[src/rtl/cp0.sv]
// CP0 coprocessor: Count/Compare timer, Status, Cause and EPC registers,
// exception entry/return sequencing and the timer interrupt request.
module cp0 (
    input  logic        clk,
    input  logic        reset,
    input  logic        mfc0,
    input  logic        mtc0,
    input  logic [31:0] pc,
    input  logic [4:0]  rd,
    input  logic [31:0] wdata,
    input  logic        exception,
    input  logic        eret,
    input  logic [4:0]  cause,
    output logic [31:0] rdata,
    output logic [31:0] status,
    output logic [31:0] exc_addr,
    output logic        irq
);

    localparam logic [4:0]  RD_COUNT   = 5'd9;
    localparam logic [4:0]  RD_COMPARE = 5'd11;
    localparam logic [4:0]  RD_STATUS  = 5'd12;
    localparam logic [4:0]  RD_CAUSE   = 5'd13;
    localparam logic [4:0]  RD_EPC     = 5'd14;
    localparam logic [31:0] EXC_VECTOR = 32'h0040_0004;

    logic [31:0] count_q,    count_d;
    logic [31:0] compare_q,  compare_d;
    logic [31:0] status_q,   status_d;
    logic [31:0] epc_q,      epc_d;
    logic [4:0]  exc_code_q, exc_code_d;
    logic [1:0]  ip_sw_q,    ip_sw_d;
    logic        ip7_q,      ip7_d;
    logic [31:0] cause_val;

    // Cause only stores its live fields; every other bit is hard-wired to 0.
    assign cause_val = {16'b0, ip7_q, 5'b0, ip_sw_q, 1'b0, exc_code_q, 2'b0};

    // Next-state: exception beats eret beats mtc0; a dropped request does nothing.
    always_comb begin
        count_d    = count_q + 32'd1;
        compare_d  = compare_q;
        status_d   = status_q;
        epc_d      = epc_q;
        exc_code_d = exc_code_q;
        ip_sw_d    = ip_sw_q;
        // Timer match observed this cycle raises IP7 at the edge; only a Compare write clears it.
        ip7_d      = ip7_q | (count_q == compare_q);
        if (exception) begin
            epc_d      = pc;
            exc_code_d = cause;
            status_d   = {status_q[26:0], 5'b0};
        end else if (eret) begin
            status_d   = {5'b0, status_q[31:5]};
        end else if (mtc0) begin
            case (rd)
                RD_COUNT:   count_d  = wdata;
                RD_COMPARE: begin
                    compare_d = wdata;
                    ip7_d     = 1'b0;
                end
                RD_STATUS:  status_d = wdata;
                RD_CAUSE:   ip_sw_d  = wdata[9:8];
                RD_EPC:     epc_d    = wdata;
                default:    ;
            endcase
        end
    end

    // State registers with asynchronous clear.
    always_ff @(posedge clk or posedge reset) begin
        if (reset) begin
            count_q    <= '0;
            compare_q  <= '0;
            status_q   <= '0;
            epc_q      <= '0;
            exc_code_q <= '0;
            ip_sw_q    <= '0;
            ip7_q      <= 1'b0;
        end else begin
            count_q    <= count_d;
            compare_q  <= compare_d;
            status_q   <= status_d;
            epc_q      <= epc_d;
            exc_code_q <= exc_code_d;
            ip_sw_q    <= ip_sw_d;
            ip7_q      <= ip7_d;
        end
    end

    // Combinational mfc0 read port; unimplemented registers read 0.
    always_comb begin
        rdata = 32'b0;
        if (mfc0) begin
            case (rd)
                RD_COUNT:   rdata = count_q;
                RD_COMPARE: rdata = compare_q;
                RD_STATUS:  rdata = status_q;
                RD_CAUSE:   rdata = cause_val;
                RD_EPC:     rdata = epc_q;
                default:    rdata = 32'b0;
            endcase
        end
    end

    assign status   = status_q;
    assign exc_addr = eret ? epc_q : EXC_VECTOR;
    assign irq      = status_q[0] & status_q[15] & ip7_q;

endmodule

[config.mk]
export PLATFORM = sky130hd
export DESIGN_NAME = cp0
export DESIGN_NICKNAME = d
export VERILOG_FILES = /design/src/rtl/cp0.sv
export SDC_FILE = /design/constraint.sdc
export NUM_CORES = 1
export LEC_CHECK = 0
export ABC_AREA = 1
export CAP_MARGIN = 0
export CELL_PAD_IN_SITES_DETAIL_PLACEMENT = 0
export CELL_PAD_IN_SITES_GLOBAL_PLACEMENT = 1
export CORE_MARGIN = 2
export CORE_UTILIZATION = 40
export DETAILED_ROUTE_END_ITERATION = 7
export HOLD_SLACK_MARGIN = 0.1
export MAX_ROUTING_LAYER = met4
export PLACE_DENSITY_LB_ADDON = 0.3
export SETUP_SLACK_MARGIN = 0.05
export SLEW_MARGIN = 5
export SYNTH_ARGS = -nofsm -noshare
export SYNTH_HDL_FRONTEND = slang
export SYNTH_SLANG_ARGS = --single-unit
[constraint.sdc]
create_clock -name clk -period 11.2 [get_ports clk]
set_input_delay 2.24 -clock clk [delete_from_list [all_inputs] [get_ports clk]]
set_output_delay 2.24 -clock clk [all_outputs]
set_load 0.01 [all_outputs]
==> summary.md, run 1 <==
| Metric | Value |
|---|---|
| Detailed placement HPWL | 25.17 mm |
| Count of boundary I/O pins | 177 |
| GP Congestion | 0.9824 |
| Routed wire length per instance | 20.79 um |
| Final-report setup violation count | 0 |
| Vias in the first global route | 8261 |
| Power density normalized to cell area | 146.8 nW/um^2 |
| Latest clock arrival within the worst-skew pair | 430 ps |
| Compound-gate portion of the synthesized area | 16.51% |
| Final Critical Period | 7275 ps |
| Cts bufs inserted | 17 |
| Mean number of vias per cell | 5.515 |
| Reported leakage power | 4.838 nW |
| Worst path most repeated cell | clkdlybuf4s50_1 |
| Type of the setup path with the least slack | primary input to primary output |
| Synth unique cells | 38 |
| Final Hold Violating Endpoints | 0 |
| Worst clock skew on the final layout | 10.13 ps |
| Setup crit end kind | primary output |
| Unrepaired setup endpoints after global routing | no |
| Max-cap violations | 0 |
| Reg2reg path depth | 10 |
| Smallest setup slack after layout | 3925 ps |
| Count of inserted antenna diode cells | 0 |
| Post-synthesis net count | 1267 |
| Pin slew with the least headroom to its limit | 1130 ps |
| Maximum clock rate | 0.1375 GHz |
| Final Max Slew Viols | 0 |
| Syn Std Cell Area | 8359 um^2 |
| Post-Synthesis Mean Instance Area | 7.048 um^2 |
| Register area share after synthesis | 40.71% |
| Share of the synthesized area in the top cell type | 40.71% |
| Chip Height | 148.6 um |
| Cell type of the slowest stage on the worst timing path | nor2_2 |
| Min-delay worst type | flip-flop to flip-flop |
| Final period utilization | 64.96% |
| Synthesis-stage register bit count | 136 |
| Main combinational cell family by area after synthesis | simple AND/OR/NAND/NOR gates |
| Root Driver | clkbuf_16 |
| Simple-gate share of the synthesized area | 29.25% |
| Area added between synthesis and finish | 29.34% |
| Worst hold slack across all endpoints | 474.7 ps |
| Worst min-delay path endpoint | exc_code_q[2]$_DFFE_PP0P_ |
| Adder-cell share of the synthesized area | 0.1497% |
| Buffer levels on the longest clock path | 2 |
| WHS Path Cells | 2 |
| R2R setup slack | 9310 ps |
| Data arrival time of the critical path | 5040 ps |
| Setup Fix Bufs, Post-CTS | 0 |
| Buffers added on ports | 176 |
| Post-cts hold buffer count | 0 |
| First-pass GRT wire length | 50.47 mm |
| R2r endpoint | count_q[30]$_DFF_PP0_ |
| Row Count | 52 |
| Detailed-route via count | 8923 |
| Die Area | 22070 um^2 |
| Share of final-layout standard cells stronger than drive strength 1 | 5.861% |
| Origin of the worst min-delay path | exc_code_q[2]$_DFFE_PP0P_ |
| Count of nets after finishing | 1416 |
| GRT Overall Usage | 31.67% |
| Starting utilization of the core area | 41.05% |
| WL final | 33.64 mm |
| Buffers & Inverters on Critical Path | 2 |
| Run status | complete, no violations |
| Number of detailed-route iterations in the first pass | 6 |
| Antenna Violating Nets Remaining | 0 |
| Post-synthesis cell count | 1186 |
| Total Neg Setup Slack | 0 ps |
| Pin count of the biggest net entering global routing | 85 |
| Die Width | 148.6 um |
| Required arrival time at the worst endpoint | 8960 ps |
| CTS clock-pin slew for the worst setup and hold paths | 70 ps |
| Worst-path cell chain | clkdlybuf4s50_1, nand3b_1, nor2_2, a22oi_1, a31oi_1, clkdlybuf4s50_1 |
| Core Region | 20360 um^2 |
| Reg-to-Reg Start | count_q[0]$_DFF_PP0_ |
| CP Max Fanout | 25 |
| Final routed DRC violation total | 0 |
| Worst VDD drop | 0.09187 mV |
| Global route overflow | 0 |
| Critical path's top delay family | simple AND/OR/NAND/NOR gates |
| Initial antenna violation count | 0 |
| Post-Place Worst Slack | 4004 ps |
| Relative slew slack | 24.59% |
| Post-CTS sizing | 0 |
| Startpoint Class | primary input |
| Clock H-tree levels | 4 |
| Synth warn | 0 |
| Leading post-synthesis cells by cell area | dfrtp_1, nand2_1, inv_1 |
| Largest stage delay, worst path | 870 ps |
| Clock sink count | 136 |
| Cell accounting for the most synthesized area | dfrtp_1 |
| Proportion of synthesized area in mux cells | 0% |
| Post-synthesis share of cell area spent on xor and xnor gates | 3.353% |
| Iter 0 DRT Violations | 1151 |
| TritonCTS clock tree | done |
metrics by stage:
step | std cells | instance area, um^2 | utilization, % | total power (W)
2_1_floorplan | 1186 | 8359 | - | 0.0008316
3_3_place_gp | 1586 | 10220 | 50.19 | 0.001010
3_5_place_dp | 1586 | 10220 | 50.19 | 0.001012
4_1_cts | 1618 | 10810 | 53.09 | 0.001587
5_1_grt | 1618 | 10810 | 53.09 | 0.001658
6_report | 1618 | 10810 | 53.09 | 0.001587
Yosys cell counts:
cell type / number
nand2_1: 404
inv_1: 141
dfrtp_1: 136
nor2_1: 90
o21ai_0: 78
nand3_1: 54
a22oi_1: 35
a31oi_1: 34
buf_2: 32
xnor2_1: 25
o22ai_1: 24
a21oi_1: 23
nor3_1: 17
o21ai_2: 14
clkbuf_1: 10
nand4_1: 7
xor2_1: 7
o221ai_1: 6
inv_2: 5
nor2_4: 5
o21ai_1: 5
buf_4: 4
buf_6: 4
nor2_2: 4
nand2_2: 3
nand3b_1: 3
a221oi_1: 2
buf_1: 2
nand3_2: 2
o211ai_1: 2
clkinv_1: 1
ha_1: 1
inv_4: 1
nor2_8: 1
nor3_4: 1
o21ai_4: 1
or2_0: 1
or2_2: 1
worst reg2reg max path, cell delays in order (launching register included):
cell and delay, ps:
dfrtp_1 450, ha_1 220, nand3_1 190, nor2_4 270, inv_1 120, nor2_1 230
nand2_1 90, nand2_1 60, nand2_1 50, nand2_1 50, nand2_1 50
flip-flops by register name (all words and copies together) (netlist names):
register and count:
ip7_q 1, compare_q 32, status 32, ip_sw_q 2
exc_code_q 5, epc_q 32, count_q 32
how the worst max path moves through the flow:
| stage | start | slack, ps | to | depth (start not counted) |
|---|---|---|---|---|
| floorplan | reset | 5320 | compare_q[0]$_DFFE_PP0P_ | 1 |
| detailed placement | rd[2] | 4000 | rdata[13] | 6 |
| global route | rd[2] | 3730 | rdata[13] | 6 |
| CTS | rd[2] | 3990 | rdata[13] | 6 |
| finish | rd[2] | 3920 | rdata[14] | 6 |
| global placement | rd[2] | 4030 | rdata[13] | 6 |
per-layer routing:
layer / up-vias / wire length [um] / GRT usage [%]
met5: - / 0 / -
li1: 4128 / - / -
met2: 449 / 14160 / 42.87
met4: 0 / 580 / 7.714
met1: 4307 / 15610 / 48.01
met3: 39 / 3300 / 6.626
layout by cell type, fill, tap and decap left out, drive strengths merged, types with 23 or more instances in the layout:
cell,count
a21oi,23
a22oi,35
a31oi,34
clkdlybuf4s50,174
dfrtp,136
inv,153
nand2,407
nand3,56
nor2,100
o21ai,98
o22ai,24
xnor2,25
area by class of cell:
type / instances / area, um^2
timing repair buffer: 182 / 1797
tap: 270 / 337.8
inverter: 148 / 563.0
sequential: 136 / 3403
multi-input combinational: 850 / 4120
fill: 2080 / 9553
clock buffer: 18 / 429.2
clock inverter: 14 / 161.4
where the power goes:
group	total (W)	leakage (nW)	internal (W)	switching, W
Clock	0.000576	0.279	0.000333	0.000243
Sequential	0.000656	1.66	0.000557	0.0000989
Combinational	0.000355	2.90	0.000157	0.000198
Total	0.00159	4.84	0.00105	0.000540
cell families (layout without fill, tap and decap cells):
family,count (synthesis),after routing
and+or+nand+nor,593,593
AOI/OAI and AO/OA,224,224
buffers and inverters,200,362
DFF,136,136
xor gates and xnor gates,32,32
adders and majority gates,1,1
No activity file was read; power rests on OpenSTA's default activity.
==> inputs of run 2 (changes only) <==
- CORE_UTILIZATION: 40 -> 33
- clock period: 11.2 -> 5.9 ns (I/O delays scaled with it)
==> summary.md, run 2 (synthesis results as in run 1) <==
| Metric | Value |
|---|---|
| Run status | complete, no violations (unchanged) |
| Count of boundary I/O pins | 177 (unchanged) |
| Detailed-route via count | 8727 (was 8923) |
| Mean number of vias per cell | 5.188 (was 5.515) |
| Sequential cell area | 3403 um^2 (unchanged) |
| Buffer levels on the longest clock path | 2 (unchanged) |
| Core Region | 25040 um^2 (was 20360 um^2) |
| Final non-filler cell area | 10880 um^2 (was 10810 um^2) |
| Final Critical Period | 4913 ps |
| Power density normalized to cell area | 272.5 nW/um^2 (was 146.8 nW/um^2) |
| Worst clock skew on the final layout | 7.959 ps (was 10.13 ps) |
| R2R setup slack | 3930 ps (was 9310 ps) |
| WHS Path Cells | 2 (unchanged) |
| Final period utilization | 83.28% |
| Fill cells | 2646 (was 2080) |
| Final Max Slew Viols | 0 (unchanged) |
| Area added between synthesis and finish | 30.19% (was 29.34%) |
| Count of inserted antenna diode cells | 0 (unchanged) |
| Final Hold Violating Endpoints | 0 (unchanged) |
| R2r endpoint | count_q[24]$_DFF_PP0_ (was count_q[30]$_DFF_PP0_) |
| Latest clock arrival within the worst-skew pair | 430 ps (about the same) |
| Setup crit end kind | primary output (unchanged) |
| Row Count | 58 (was 52) |
| Max-cap violations | 0 (unchanged) |
| Number of detailed-route iterations in the first pass | 5 (was 6) |
| Type of the setup path with the least slack | primary input to primary output (unchanged) |
| Global route overflow | 0 (unchanged) |
| GRT Overall Usage | 27.15% (was 31.67%) |
| Chip Height | 163.2 um (was 148.6 um) |
| Final routed DRC violation total | 0 (unchanged) |
| Iter 0 DRT Violations | 813 (was 1151) |
| Reported leakage power | 4.848 nW (was 4.838 nW) |
| Area of the multi-input gates | 4120 um^2 (unchanged) |
| Reg2reg path depth | 8 (was 10) |
| Share of final-layout standard cells stronger than drive strength 1 | 6.139% (was 5.861%) |
| Required arrival time at the worst endpoint | 4720 ps (was 8960 ps) |
| Vias in the first global route | 8192 (was 8261) |
| CP Max Fanout | 26 (was 25) |
| Pin slew with the least headroom to its limit | 1082 ps (was 1130 ps) |
| Total Neg Setup Slack | 0 ps (unchanged) |
| Routed wire length per instance | 20.71 um (was 20.79 um) |
| Relative slew slack | 27.81% (was 24.59%) |
| Die Width | 163.2 um (was 148.6 um) |
| Cts bufs inserted | 17 (unchanged) |
| Clock sink count | 136 (unchanged) |
| Clock H-tree levels | 4 (unchanged) |
| Buffers added on ports | 176 (unchanged) |
| Post-place instance area | 10330 um^2 (was 10220 um^2) |
| Initial antenna violation count | 0 (unchanged) |
| Final-report setup violation count | 0 (unchanged) |
| Post-CTS sizing | 0 (unchanged) |
| TritonCTS clock tree | done (unchanged) |
| Root Driver | clkbuf_16 (unchanged) |
| Startpoint Class | primary input (unchanged) |
| Detailed placement HPWL | 26.47 mm (was 25.17 mm) |
| Post-cts hold buffer count | 0 (unchanged) |
| First-pass GRT wire length | 51.88 mm (was 50.47 mm) |
| Reg-to-Reg Start | count_q[0]$_DFF_PP0_ (unchanged) |
| GP Congestion | 0.9721 (was 0.9824) |
| Commonest non-fill, non-tap cells in the layout | nand2_1, clkdlybuf4s50_1, inv_1, dfrtp_1, nor2_1 (unchanged) |
| Min-delay worst type | flip-flop to flip-flop (unchanged) |
| WL final | 34.83 mm (was 33.64 mm) |
| Unrepaired setup endpoints after global routing | no (unchanged) |
| Count of nets after finishing | 1420 (was 1416) |
| Worst min-delay path endpoint | exc_code_q[1]$_DFFE_PP0P_ (was exc_code_q[2]$_DFFE_PP0P_) |
| Die Area | 26620 um^2 (was 22070 um^2) |
| Worst VDD drop | 0.2182 mV (was 0.09187 mV) |
| Antenna Violating Nets Remaining | 0 (unchanged) |
| Maximum clock rate | 0.2035 GHz |
| CTS clock-pin slew for the worst setup and hold paths | 70 ps (about the same) |
| Pin count of the biggest net entering global routing | 101 (was 85) |
| Data arrival time of the critical path | 3730 ps (was 5040 ps) |
| Origin of the worst min-delay path | exc_code_q[1]$_DFFE_PP0P_ (was exc_code_q[2]$_DFFE_PP0P_) |
| Starting utilization of the core area | 33.39% (was 41.05%) |
| Most common library cell in the layout ignoring fill and taps | nand2_1 (unchanged) |
| Setup Fix Bufs, Post-CTS | 0 (unchanged) |
run 2: power breakdown:
group / internal, W / switching (W)
registers: 0.00106 / 0.000196
logic: 0.000299 / 0.000381
clock network: 0.000555 / 0.000477
run 2: layer usage:
| metal | GRT usage, % | routed length [um] |
|---|---|---|
| met1 | 41.51 | 16820 |
| met2 | 37.59 | 14880 |
| met3 | 3.834 | 2623 |
| met4 | 6.034 | 507 |
| met5 | - | 0 |
run 2: critical path, stage by stage:
cell and delay [ps]:
clkdlybuf4s50_1 470, inv_2 50, nand3_2 80, nor2_2 50
nand2_2 170, clkinv_1 650, a22oi_1 430, a21oi_1 100
clkdlybuf4s50_1 550
run 2: worst max-delay path by stage:
stage                     startpoint                  endpoint  slack (ps)  cells past startpoint
after floorplan                reset  compare_q[0]$_DFFE_PP0P_        1080                      1
after global routing           rd[2]                  rdata[5]         770                      8
after detailed placement       rd[4]                  rdata[5]        1020                      9
after CTS                      rd[4]                  rdata[5]        1010                      9
final                          rd[4]                  rdata[5]         990                      9
after global placement         rd[2]                 rdata[13]        1050                      6
run 2: cell type report:
class	instances	area share, %
inverters	148	5.174
repair buffers	186	16.79
flip-flops and latches	136	31.27
multi-input cells	850	37.86
clock inverters	14	1.173
clock buffers	18	3.943
well taps	330	3.794
run 2: stage by stage:
stage          worst slack, ps  utilization (%)  std cells  hold slack [ps]  power, W
6_report                 986.6            43.47       1682            487.1  0.002966
4_1_cts                   1012            43.47       1682            478.9  0.002968
3_5_place_dp              1015            41.24       1650            463.5  0.001934
2_1_floorplan             1081                -       1186            442.2  0.001579
3_3_place_gp              1048            41.24       1650            464.6  0.001933
5_1_grt                  774.5            43.47       1682            496.0  0.003105
